`src/rtl/mem_lsu_pkg.sv`:
```
// mem_lsu_pkg: shared definitions for the MEM-stage load/store unit.
//   - ALU op codes of the memory instructions the unit recognises
//   - exception codes reported on mem_excepttype
//   - FSM state encodings and the packed state/debug record
//   - small op classification helpers
package mem_lsu_pkg;

    localparam logic [7:0] EXE_LB_OP  = 8'b1110_0000;
    localparam logic [7:0] EXE_LBU_OP = 8'b1110_0100;
    localparam logic [7:0] EXE_LH_OP  = 8'b1110_0001;
    localparam logic [7:0] EXE_LHU_OP = 8'b1110_0101;
    localparam logic [7:0] EXE_LW_OP  = 8'b1110_0011;
    localparam logic [7:0] EXE_SB_OP  = 8'b1110_1000;
    localparam logic [7:0] EXE_SH_OP  = 8'b1110_1001;
    localparam logic [7:0] EXE_SW_OP  = 8'b1110_1011;

    localparam logic [1:0] EXCEPT_NONE = 2'b00;
    localparam logic [1:0] EXCEPT_ADEL = 2'b01;
    localparam logic [1:0] EXCEPT_ADES = 2'b10;

    localparam logic [2:0] ST_IDLE  = 3'd0;
    localparam logic [2:0] ST_REQ   = 3'd1;
    localparam logic [2:0] ST_WAIT  = 3'd2;
    localparam logic [2:0] ST_DRAIN = 3'd3;
    localparam logic [2:0] ST_DONE  = 3'd4;

    // All sequential state of the unit in one record, so a checker can bind
    // to the FSM state and the captured load word through a single signal.
    typedef struct packed {
        logic [2:0]  state;
        logic [31:0] rdata_buf;
    } lsu_state_t;

    function automatic logic is_load_op(input logic [7:0] op);
        case (op)
            EXE_LB_OP, EXE_LBU_OP, EXE_LH_OP, EXE_LHU_OP, EXE_LW_OP: return 1'b1;
            default: return 1'b0;
        endcase
    endfunction

    function automatic logic is_store_op(input logic [7:0] op);
        case (op)
            EXE_SB_OP, EXE_SH_OP, EXE_SW_OP: return 1'b1;
            default: return 1'b0;
        endcase
    endfunction

    // Halfword accesses need addr[0]==0, word accesses need addr[1:0]==0.
    function automatic logic is_misaligned(input logic [7:0] op, input logic [1:0] a);
        case (op)
            EXE_LH_OP, EXE_LHU_OP, EXE_SH_OP: return a[0];
            EXE_LW_OP, EXE_SW_OP:             return |a;
            default:                          return 1'b0;
        endcase
    endfunction

endpackage

```
`src/rtl/mem_lsu_ldfmt.sv`:
```
// mem_ldfmt: combinational load-data extraction.
//   aluop_i  in  8   load op code (non-load ops pass the word through)
//   addr_i   in  2   byte offset within the word
//   word_i   in  32  raw response word (little-endian lanes)
//   data_o   out 32  byte/half selected and sign- or zero-extended
module mem_ldfmt
    import mem_lsu_pkg::*;
(
    input  logic [7:0]  aluop_i,
    input  logic [1:0]  addr_i,
    input  logic [31:0] word_i,
    output logic [31:0] data_o
);

    logic [7:0]  byte_sel;
    logic [15:0] half_sel;

    always_comb begin
        byte_sel = word_i[7:0];
        case (addr_i)
            2'd0: byte_sel = word_i[7:0];
            2'd1: byte_sel = word_i[15:8];
            2'd2: byte_sel = word_i[23:16];
            2'd3: byte_sel = word_i[31:24];
            default: byte_sel = word_i[7:0];
        endcase
    end

    assign half_sel = addr_i[1] ? word_i[31:16] : word_i[15:0];

    always_comb begin
        data_o = word_i;
        case (aluop_i)
            EXE_LB_OP:  data_o = {{24{byte_sel[7]}}, byte_sel};
            EXE_LBU_OP: data_o = {24'd0, byte_sel};
            EXE_LH_OP:  data_o = {{16{half_sel[15]}}, half_sel};
            EXE_LHU_OP: data_o = {16'd0, half_sel};
            default:    data_o = word_i;
        endcase
    end

endmodule

```
`src/rtl/mem_lsu.sv`:
```
// mem_lsu: MEM-stage load/store unit.
// Consumes the EX/MEM bundle, runs the data-SRAM request/response handshake,
// formats load data and produces the bundle latched by MEM/WB.
//   clk, rst                  clock, asynchronous active-low reset
//   stall[5:0], flush         pipeline control (stall[4] = MEM held)
//   mem_*_i, wd_i.. cp0_*_i   EX/MEM bundle
//   data_req/wr/wstrb/addr/wdata  out  SRAM request channel
//   data_addr_ok/data_ok/rdata    in   SRAM accept / response
//   stallreq_mem              out  hold the pipeline while an access is open
//   mem_excepttype/badvaddr   out  AdEL/AdES reporting
//   mem_* / mem2wb_pc         out  bundle to MEM/WB
//
// Handshake: a request is transferred on a cycle where data_req and
// data_addr_ok are both high; address, strobes and data hold steady while
// data_req waits for data_addr_ok. A response is transferred on a cycle with
// data_data_ok high; it is only taken in WAIT or DRAIN, so at most one request
// is ever outstanding.
module mem_lsu
    import mem_lsu_pkg::*;
#(
    parameter bit MAP_KSEG = 1'b1
) (
    input  logic        clk,
    input  logic        rst,
    input  logic [5:0]  stall,
    input  logic        flush,
    input  logic [31:0] mem_pc_i,
    input  logic [7:0]  mem_aluop_i,
    input  logic [31:0] mem_addr_i,
    input  logic [31:0] mem_reg2_i,
    input  logic [4:0]  wd_i,
    input  logic        wreg_i,
    input  logic [31:0] wdata_i,
    input  logic        whilo_i,
    input  logic [31:0] hi_i,
    input  logic [31:0] lo_i,
    input  logic        cp0_we_i,
    input  logic [4:0]  cp0_addr_i,
    input  logic [31:0] cp0_data_i,
    output logic        data_req,
    output logic        data_wr,
    output logic [3:0]  data_wstrb,
    output logic [31:0] data_addr,
    output logic [31:0] data_wdata,
    input  logic        data_addr_ok,
    input  logic        data_data_ok,
    input  logic [31:0] data_rdata,
    output logic        stallreq_mem,
    output logic [1:0]  mem_excepttype,
    output logic [31:0] mem_badvaddr,
    output logic [4:0]  mem_wd,
    output logic        mem_wreg,
    output logic [31:0] mem_wdata,
    output logic        mem_whilo,
    output logic [31:0] mem_hi,
    output logic [31:0] mem_lo,
    output logic        mem_cp0_reg_we,
    output logic [4:0]  mem_cp0_reg_write_addr,
    output logic [31:0] mem_cp0_reg_data,
    output logic [31:0] mem2wb_pc
);

    lsu_state_t lsu_q, lsu_d;

    logic        is_ld, is_st, is_mem, fault, can_issue;
    logic        req_raw, stall_raw;
    logic [31:0] pa, ld_data;
    logic        unused_stall;

    assign unused_stall = ^{stall[5], stall[3:0]};

    assign is_ld     = is_load_op(mem_aluop_i);
    assign is_st     = is_store_op(mem_aluop_i);
    assign is_mem    = is_ld | is_st;
    assign fault     = is_mem & is_misaligned(mem_aluop_i, mem_addr_i[1:0]);
    assign can_issue = is_mem & ~fault & ~flush;

    // kseg0/kseg1 are unmapped windows onto the low 512 MB.
    assign pa = (MAP_KSEG && mem_addr_i[31:30] == 2'b10) ? {3'b000, mem_addr_i[28:0]}
                                                         : mem_addr_i;

    always_comb begin
        lsu_d     = lsu_q;
        req_raw   = 1'b0;
        stall_raw = 1'b0;
        case (lsu_q.state)
            ST_IDLE: begin
                if (can_issue) begin
                    req_raw = 1'b1;
                    if (data_addr_ok) begin
                        lsu_d.state = ST_WAIT;
                    end else begin
                        stall_raw   = 1'b1;
                        lsu_d.state = ST_REQ;
                    end
                end
            end
            ST_REQ: begin
                stall_raw = 1'b1;
                // Withdraw the request on flush so it can never be accepted
                // after the instruction has been killed.
                req_raw = ~flush;
                if (flush)             lsu_d.state = ST_IDLE;
                else if (data_addr_ok) lsu_d.state = ST_WAIT;
            end
            ST_WAIT: begin
                stall_raw = 1'b1;
                if (data_data_ok) begin
                    if (flush) begin
                        lsu_d.state = ST_IDLE;
                    end else begin
                        lsu_d.state     = ST_DONE;
                        lsu_d.rdata_buf = data_rdata;
                    end
                end else if (flush) begin
                    lsu_d.state = ST_DRAIN;
                end
            end
            ST_DRAIN: begin
                // A killed access still owns the bus until its response returns.
                stall_raw = 1'b1;
                if (data_data_ok) lsu_d.state = ST_IDLE;
            end
            ST_DONE: begin
                if (flush || !stall[4]) lsu_d.state = ST_IDLE;
            end
            default: lsu_d.state = ST_IDLE;
        endcase
    end

    always_ff @(posedge clk or negedge rst) begin
        if (!rst) begin
            lsu_q.state     <= ST_IDLE;
            lsu_q.rdata_buf <= '0;
        end else begin
            lsu_q <= lsu_d;
        end
    end

    // Keep the bus and the pipeline quiet while reset is held, even though
    // IDLE would otherwise issue for a memory op sitting in EX/MEM.
    assign data_req     = req_raw & rst;
    assign stallreq_mem = stall_raw & rst;

    assign data_wr   = is_st;
    assign data_addr = pa & 32'hFFFF_FFFC;

    always_comb begin
        data_wstrb = 4'b0000;
        data_wdata = mem_reg2_i;
        case (mem_aluop_i)
            EXE_SB_OP: begin
                data_wstrb = 4'b0001 << mem_addr_i[1:0];
                data_wdata = {4{mem_reg2_i[7:0]}};
            end
            EXE_SH_OP: begin
                data_wstrb = 4'b0011 << {mem_addr_i[1], 1'b0};
                data_wdata = {2{mem_reg2_i[15:0]}};
            end
            EXE_SW_OP: begin
                data_wstrb = 4'b1111;
                data_wdata = mem_reg2_i;
            end
            default: begin
                data_wstrb = 4'b0000;
                data_wdata = mem_reg2_i;
            end
        endcase
    end

    mem_ldfmt u_ldfmt (
        .aluop_i (mem_aluop_i),
        .addr_i  (mem_addr_i[1:0]),
        .word_i  (lsu_q.rdata_buf),
        .data_o  (ld_data)
    );

    assign mem_excepttype = !fault ? EXCEPT_NONE : (is_st ? EXCEPT_ADES : EXCEPT_ADEL);
    assign mem_badvaddr   = fault ? mem_addr_i : 32'd0;

    assign mem_wd                 = wd_i;
    assign mem_wreg               = wreg_i & ~fault;
    assign mem_wdata              = (is_ld && lsu_q.state == ST_DONE) ? ld_data : wdata_i;
    assign mem_whilo              = whilo_i;
    assign mem_hi                 = hi_i;
    assign mem_lo                 = lo_i;
    assign mem_cp0_reg_we         = cp0_we_i;
    assign mem_cp0_reg_write_addr = cp0_addr_i;
    assign mem_cp0_reg_data       = cp0_data_i;
    assign mem2wb_pc              = mem_pc_i;

endmodule

```
`config.mk`:
```
export PLATFORM = sky130hd
export DESIGN_NAME = mem_lsu
export DESIGN_NICKNAME = d
export VERILOG_FILES = /design/src/rtl/mem_lsu_pkg.sv /design/src/rtl/mem_lsu_ldfmt.sv /design/src/rtl/mem_lsu.sv
export SDC_FILE = /design/constraint.sdc
export NUM_CORES = 1
export LEC_CHECK = 0
export BUFFER_PORTS_ARGS = -buffer_cell sky130_fd_sc_hd__buf_4
export CELL_PAD_IN_SITES_DETAIL_PLACEMENT = 0
export CELL_PAD_IN_SITES_GLOBAL_PLACEMENT = 2
export CORE_AREA = 5 5 217 219
export CTS_BUF_LIST = sky130_fd_sc_hd__clkbuf_16
export DETAILED_ROUTE_END_ITERATION = 16
export DIE_AREA = 0 0 222 224
export MAX_ROUTING_LAYER = met4
export PLACE_DENSITY = 0.73
export SYNTH_ARGS = -nofsm -noshare
export SYNTH_HDL_FRONTEND = slang
export SYNTH_HIERARCHICAL = 1
export SYNTH_SLANG_ARGS = --single-unit
```
`constraint.sdc`:
```
create_clock -name clk -period 2.2 [get_ports clk]
set_clock_uncertainty 0.15 [all_clocks]
set_input_delay 0.44 -clock clk [delete_from_list [all_inputs] [get_ports clk]]
set_output_delay 0.44 -clock clk [all_outputs]
set_load 0.02 [all_outputs]
```
Yosys cells after proc, flatten, opt, wreduce, memory -nomap -nowiden
Cells that the tools add are included.

Add/sub/neg operators: 0. Magnitude comparators: 0. Equality and inequality tests: 21. Multipliers: 0. Multiplexer cells: 28. Reductions and logical operators: 13. Bitwise logic cells: 9. Shifts and indexed selects: 2. Div/mod/pow operators: 0.

Operator list (number): 32-bit one-hot mux with 4 select lines (1); 32-bit 2-to-1 mux (3); 8-bit equality test (second input constant) (8); 32-bit one-hot mux with 2 select lines (1); 8-bit one-hot mux with 4 select lines (1); 3-bit 2-to-1 mux (8); 16-bit 2-to-1 mux (1); 3-bit one-hot mux with 5 select lines (1); 4-bit one-hot mux with 3 select lines (1); 3-bit OR reduction (3); 1-bit AND (6); 2-bit equality test (second input constant) (3); 3-bit by 2-bit equality test with 1-bit output (second input constant) (2); 2-bit 2-to-1 mux (3); 2-bit != test (second input constant) (3); 3-bit != test (second input constant) (2); 1-bit one-hot mux with 2 select lines (3); 1-bit 2-to-1 mux (5); 5-bit AND reduction (1); 5-bit OR reduction (1); 2-bit OR reduction (2); 1-bit by 2-bit << shifter with 4-bit output (first input constant) (1); 2-bit by 2-bit << shifter with 4-bit output (first input constant) (1); 3-bit by 1-bit equality test with 1-bit output (second input constant) (1); 10 further kinds (11).

Memories: 0. Memory bits (writable): 0. Register bits after elaboration: 35. Bits in latches: 0. Input port bits: 288. Memory bits (read-only): 0.

Logic depth before layout (Yosys ltp)
Word-level depth: 11. Depth in mapped cells: 7. Mapped depth without buffers: 4.

Cells and area by module
Netlist, hierarchy kept.

By module, submodules not included: mem_lsu (cells each 418, area an instance 3905.0 sq um, times used 1); mem_ldfmt (cells each 116, area an instance 974.7 sq um, times used 1).

Least setup slack after synthesis
Ideal clock, no wire load.

Path kind: input port to output port. From: input mem_aluop_i[4]. To: output mem_excepttype[1]. Setup slack: -0.273 ns. Cell stages on the path: 4. Arrival time: 1.883 ns. Path through: nand4b_4 nor3b_1 a21boi_0 and2_1.

Longest elaborated chain between the ends: 6. Elaborated cells on any way between the ends: 19. Those cells by class: 8 x eq/ne; 5 x mux; 2 x bitwise; 4 x reduce/logical.

Ends and longest elaborated chain: from (decl) (RTL line mem_lsu.sv:28) `input logic [7:0] mem_aluop_i,`; 8-bit equality test (RTL line mem_lsu_pkg.sv:42) `case (op)`; 3-bit OR reduction * (RTL line mem_lsu_pkg.sv:42); 1-bit 2-to-1 mux * (RTL line mem_lsu_pkg.sv:42); via data_wr (RTL line mem_lsu.sv:41) `output logic data_wr,`; 1-bit bitwise OR (RTL line mem_lsu.sv:74) `assign is_mem = is_ld | is_st;`; 1-bit AND (RTL line mem_lsu.sv:75) `assign fault = is_mem & is_misaligned(mem_aluop_i, mem_addr_i[1:0]);`; 2-bit 2-to-1 mux * (RTL line mem_lsu.sv:178) `assign mem_excepttype = !fault ? EXCEPT_NONE : (is_st ? EXCEPT_ADES : EXCEPT_ADEL);`; to (decl) (RTL line mem_lsu.sv:49) `output logic [1:0] mem_excepttype,`.

The timed path passes the listed nets; every way through them passes the cells marked *.

Worst setup path in the final report
From: register lsu_q[31] (netlist bit). To: output mem_wdata[8].

Longest elaborated chain between the ends: 3.

Ends and longest elaborated chain: from (decl) (RTL line mem_lsu.sv:63) `lsu_state_t lsu_q, lsu_d;`; from (signal assigned) (RTL line mem_lsu.sv:136) `lsu_q <= lsu_d;`; 8-bit one-hot mux with 4 select lines (RTL line mem_lsu_ldfmt.sv:20) `case (addr_i)`; 32-bit one-hot mux with 4 select lines (RTL line mem_lsu_ldfmt.sv:33) `case (aluop_i)`; via ld_data[8] (RTL line mem_lsu.sv:67) `logic [31:0] pa, ld_data;`; 32-bit 2-to-1 mux (RTL line mem_lsu.sv:183) `assign mem_wdata = (is_ld && lsu_q.state == ST_DONE) ? ld_data : wdata_i;`; to (decl) (RTL line mem_lsu.sv:53) `output logic [31:0] mem_wdata,`.

The timed path passes the listed nets, and every way through them passes these cells.

==> results.json <==
{
  "ys_warn_count": 6,
  "synth_area_sq_um": 4880,
  "io_buffers": 278,
  "synth-seq-cells": 35,
  "r2r_slack_ns": 0.39,
  "cts_tree": "yes",
  "slew_violations": 0,
  "detail_route.drc_violations": 0,
  "drt.antenna.violating_nets": 0,
  "dieArea_sq_um": 49700,
  "post_synth.cell_area_avg_sq_um": 9.14,
  "clkSlewWorstSetupHoldPaths_ns": 0.05,
  "rows": 78,
  "finalCritPeriodShare": 1.28,
  "status": "complete, but fails checks",
  "syn_to_final_growth_pct": 87.1,
  "grt_max_degree": 36,
  "finalSetupTns_ns": -32.74,
  "hold_viol_final": 0,
  "setup_viol": 96,
  "yosysSeqAreaShare": 0.179,
  "rsz0062_at_grt": "true",
  "largest_reg_flops": 35,
  "synthTopCellsByCount": "180 x buf_4, 78 x mux2_2, 35 x dfrtp_1, 33 x and2_1, 23 x o2bb2ai_1",
  "yosysTopAreaCell": "buf_4",
  "synthFlopType": "dfrtp_1",
  "pre_cts_ws_ns": -0.723,
  "initial_core_util": 0.109,
  "cts_buffer_depth": 2,
  "fmax_mhz": 356,
  "top_register": "lsu_q",
  "insertion_delay_ns": 0.28,
  "viasPerCell": 3.45,
  "cts_root_buffer": "clkbuf_16",
  "wl_per_cell_um": 19.0,
  "die_w_um": 222,
  "dpl_cell_area_sq_um": 7320,
  "grt_pass1_vias": 5181,
  "required_ns": 1.61,
  "p_leak_nw": 3.99,
  "crit_fanout": 4,
  "antenna_found_initial": 2,
  "hold_ws_ns": 0.0939,
  "endpoint_kind": "primary output",
  "h-tree-depth": 2,
  "final_net_count": 1019,
  "crit_path_start_kind": "register",
  "drive_gt1_frac": 0.840,
  "synth-edff-count": 0,
  "synth_cells": 534,
  "setup.worst_path.class": "reg2out",
  "numCtsBuffers": 5,
  "track_usage": 0.0967,
  "yosysUniqueCellTypes": 45,
  "cap_violations": 0,
  "die_h_um": 224,
  "synthTopCellsByArea": "buf_4 28%, mux2_2 18%, dfrtp_1 18%",
  "crit_arrival_ns": 2.22,
  "vias": 4604,
  "ir_drop_v": 0.000365,
  "nFillCells": 4920,
  "synthArstFlopShare": 1.00,
  "clkSinkCount": 35,
  "wirelength_um": 25300,
  "yosysTopAreaCellShare": 0.277,
  "drtIter0Drc": 142,
  "power.total_w": 0.00497,
  "fin_area_sq_um": 9130,
  "gp_routability_congestion": 0.779,
  "min_period_ns": 2.81,
  "violations": "negative setup slack",
  "dr.pass1.iters": 4,
  "setup_ws_ns": -0.607,
  "synth.most_common_cell": "buf_4",
  "hold_class": "in2async",
  "ioPinCount": 566,
  "grt_pass1_wl_um": 35100,
  "powerDensity_nw_per_um2": 544,
  "dp_hpwl_um": 20200,
  "grt_overflow": 0,
  "coreArea_sq_um": 44900,
  "reg_top3": "lsu_q (35)"
}
## what timing repair did
| item | 4_1_cts | 5_1_grt |
|---|---|---|
| setup buffers | 23 | 4 |
| setup endpoints to repair | 97 | 97 |
| hold endpoints to repair | 0 | 0 |
| pin swaps | 32 | 17 |
| hold buffers | 0 | 0 |
| gates cloned | 7 | 1 |
| gates resized for setup | 170 | 108 |
## per-layer routing
metal	share of wire	routed length, um	track usage
met2	0.52	13300	0.171
met4	0.024	617	0.0282
met3	0.091	2300	0.0380
met1	0.36	9150	0.0999
met5	0	0	-
## report_power, final
part / switching [W] / internal, W
Combinational: 0.00130 / 0.00180
Sequential: 0.000177 / 0.000889
Clock: 0.000278 / 0.000528
## worst max-delay path, cell delays in order (launching register included)
cell and delay (ns):
dfrtp_1 0.40, mux4_2 0.59, a22o_1 0.26, mux2_4 0.28
mux2_4 0.26, buf_6 0.13
## logic make-up (layout without fill, tap and decap cells)
family | Yosys count | after routing | synth area share
buf+inv | 225 | 421 | 0.323
mux | 106 | 106 | 0.259
simple gates | 96 | 97 | 0.122
compound gates | 71 | 71 | 0.116
flops | 35 | 35 | 0.179
other cells | 1 | 4 | 0.000768
## layout by cell type (no fill, tap or decap), types with 4 or more instances in the layout
| cell | Yosys | final |
|---|---|---|
| mux2i_1 | 15 | 15 |
| nor2_4 | 1 | 9 |
| a221oi_2 | 0 | 6 |
| and2_4 | 0 | 32 |
| nor2_1 | 20 | 11 |
| buf_12 | 0 | 17 |
| nand2_1 | 4 | 4 |
| mux2_2 | 78 | 34 |
| a21oi_2 | 2 | 9 |
| buf_6 | 5 | 107 |
| nor4_2 | 0 | 4 |
| nand2b_1 | 11 | 10 |
| mux2_4 | 0 | 48 |
| inv_1 | 11 | 11 |
| o2bb2ai_4 | 0 | 22 |
| o32ai_2 | 0 | 5 |
| nor4_4 | 0 | 4 |
| mux4_2 | 8 | 8 |
| clkbuf_16 | 0 | 6 |
| buf_4 | 180 | 269 |
| buf_8 | 0 | 5 |
| a211o_1 | 7 | 7 |
| dfrtp_1 | 35 | 35 |
## area by class of cell
cell class                      count  area [sq um]  area share
Clock inverter                      3          38.8     0.00425
Tap cell                          600           751      0.0822
Multi-Input combinational cell    276          3550       0.388
Antenna cell                        2          5.00    0.000548
Clock buffer                        5           125      0.0137
Sequential cell                    35           876      0.0959
Timing Repair Buffer              402          3750       0.410
Inverter                           11          41.3     0.00452
## final timing paths
kind,startpoint,endpoint,cells after the start
worst max-delay path,lsu_q[31]$_DFFE_PN0P_,mem_wdata[8],5
worst min-delay path,rst,lsu_q[31]$_DFFE_PN0P_,2
worst max register to register,lsu_q[34]$_DFFE_PN0P_,lsu_q[16]$_DFFE_PN0P_,5
worst min register to register,lsu_q[34]$_DFFE_PN0P_,lsu_q[33]$_DFFE_PN0P_,2
max in group asynchronous,rst,lsu_q[3]$_DFFE_PN0P_,2
min in group clk,data_rdata[29],lsu_q[29]$_DFFE_PN0P_,2
## stage by stage
stage                      util  cells
final                     0.203   1334
after global routing      0.203   1334
after CTS                 0.191   1332
after detailed placement  0.163   1296
after global placement    0.163   1296
after floorplan               -    535
Note: power is estimated with default switching activity, not from simulation.
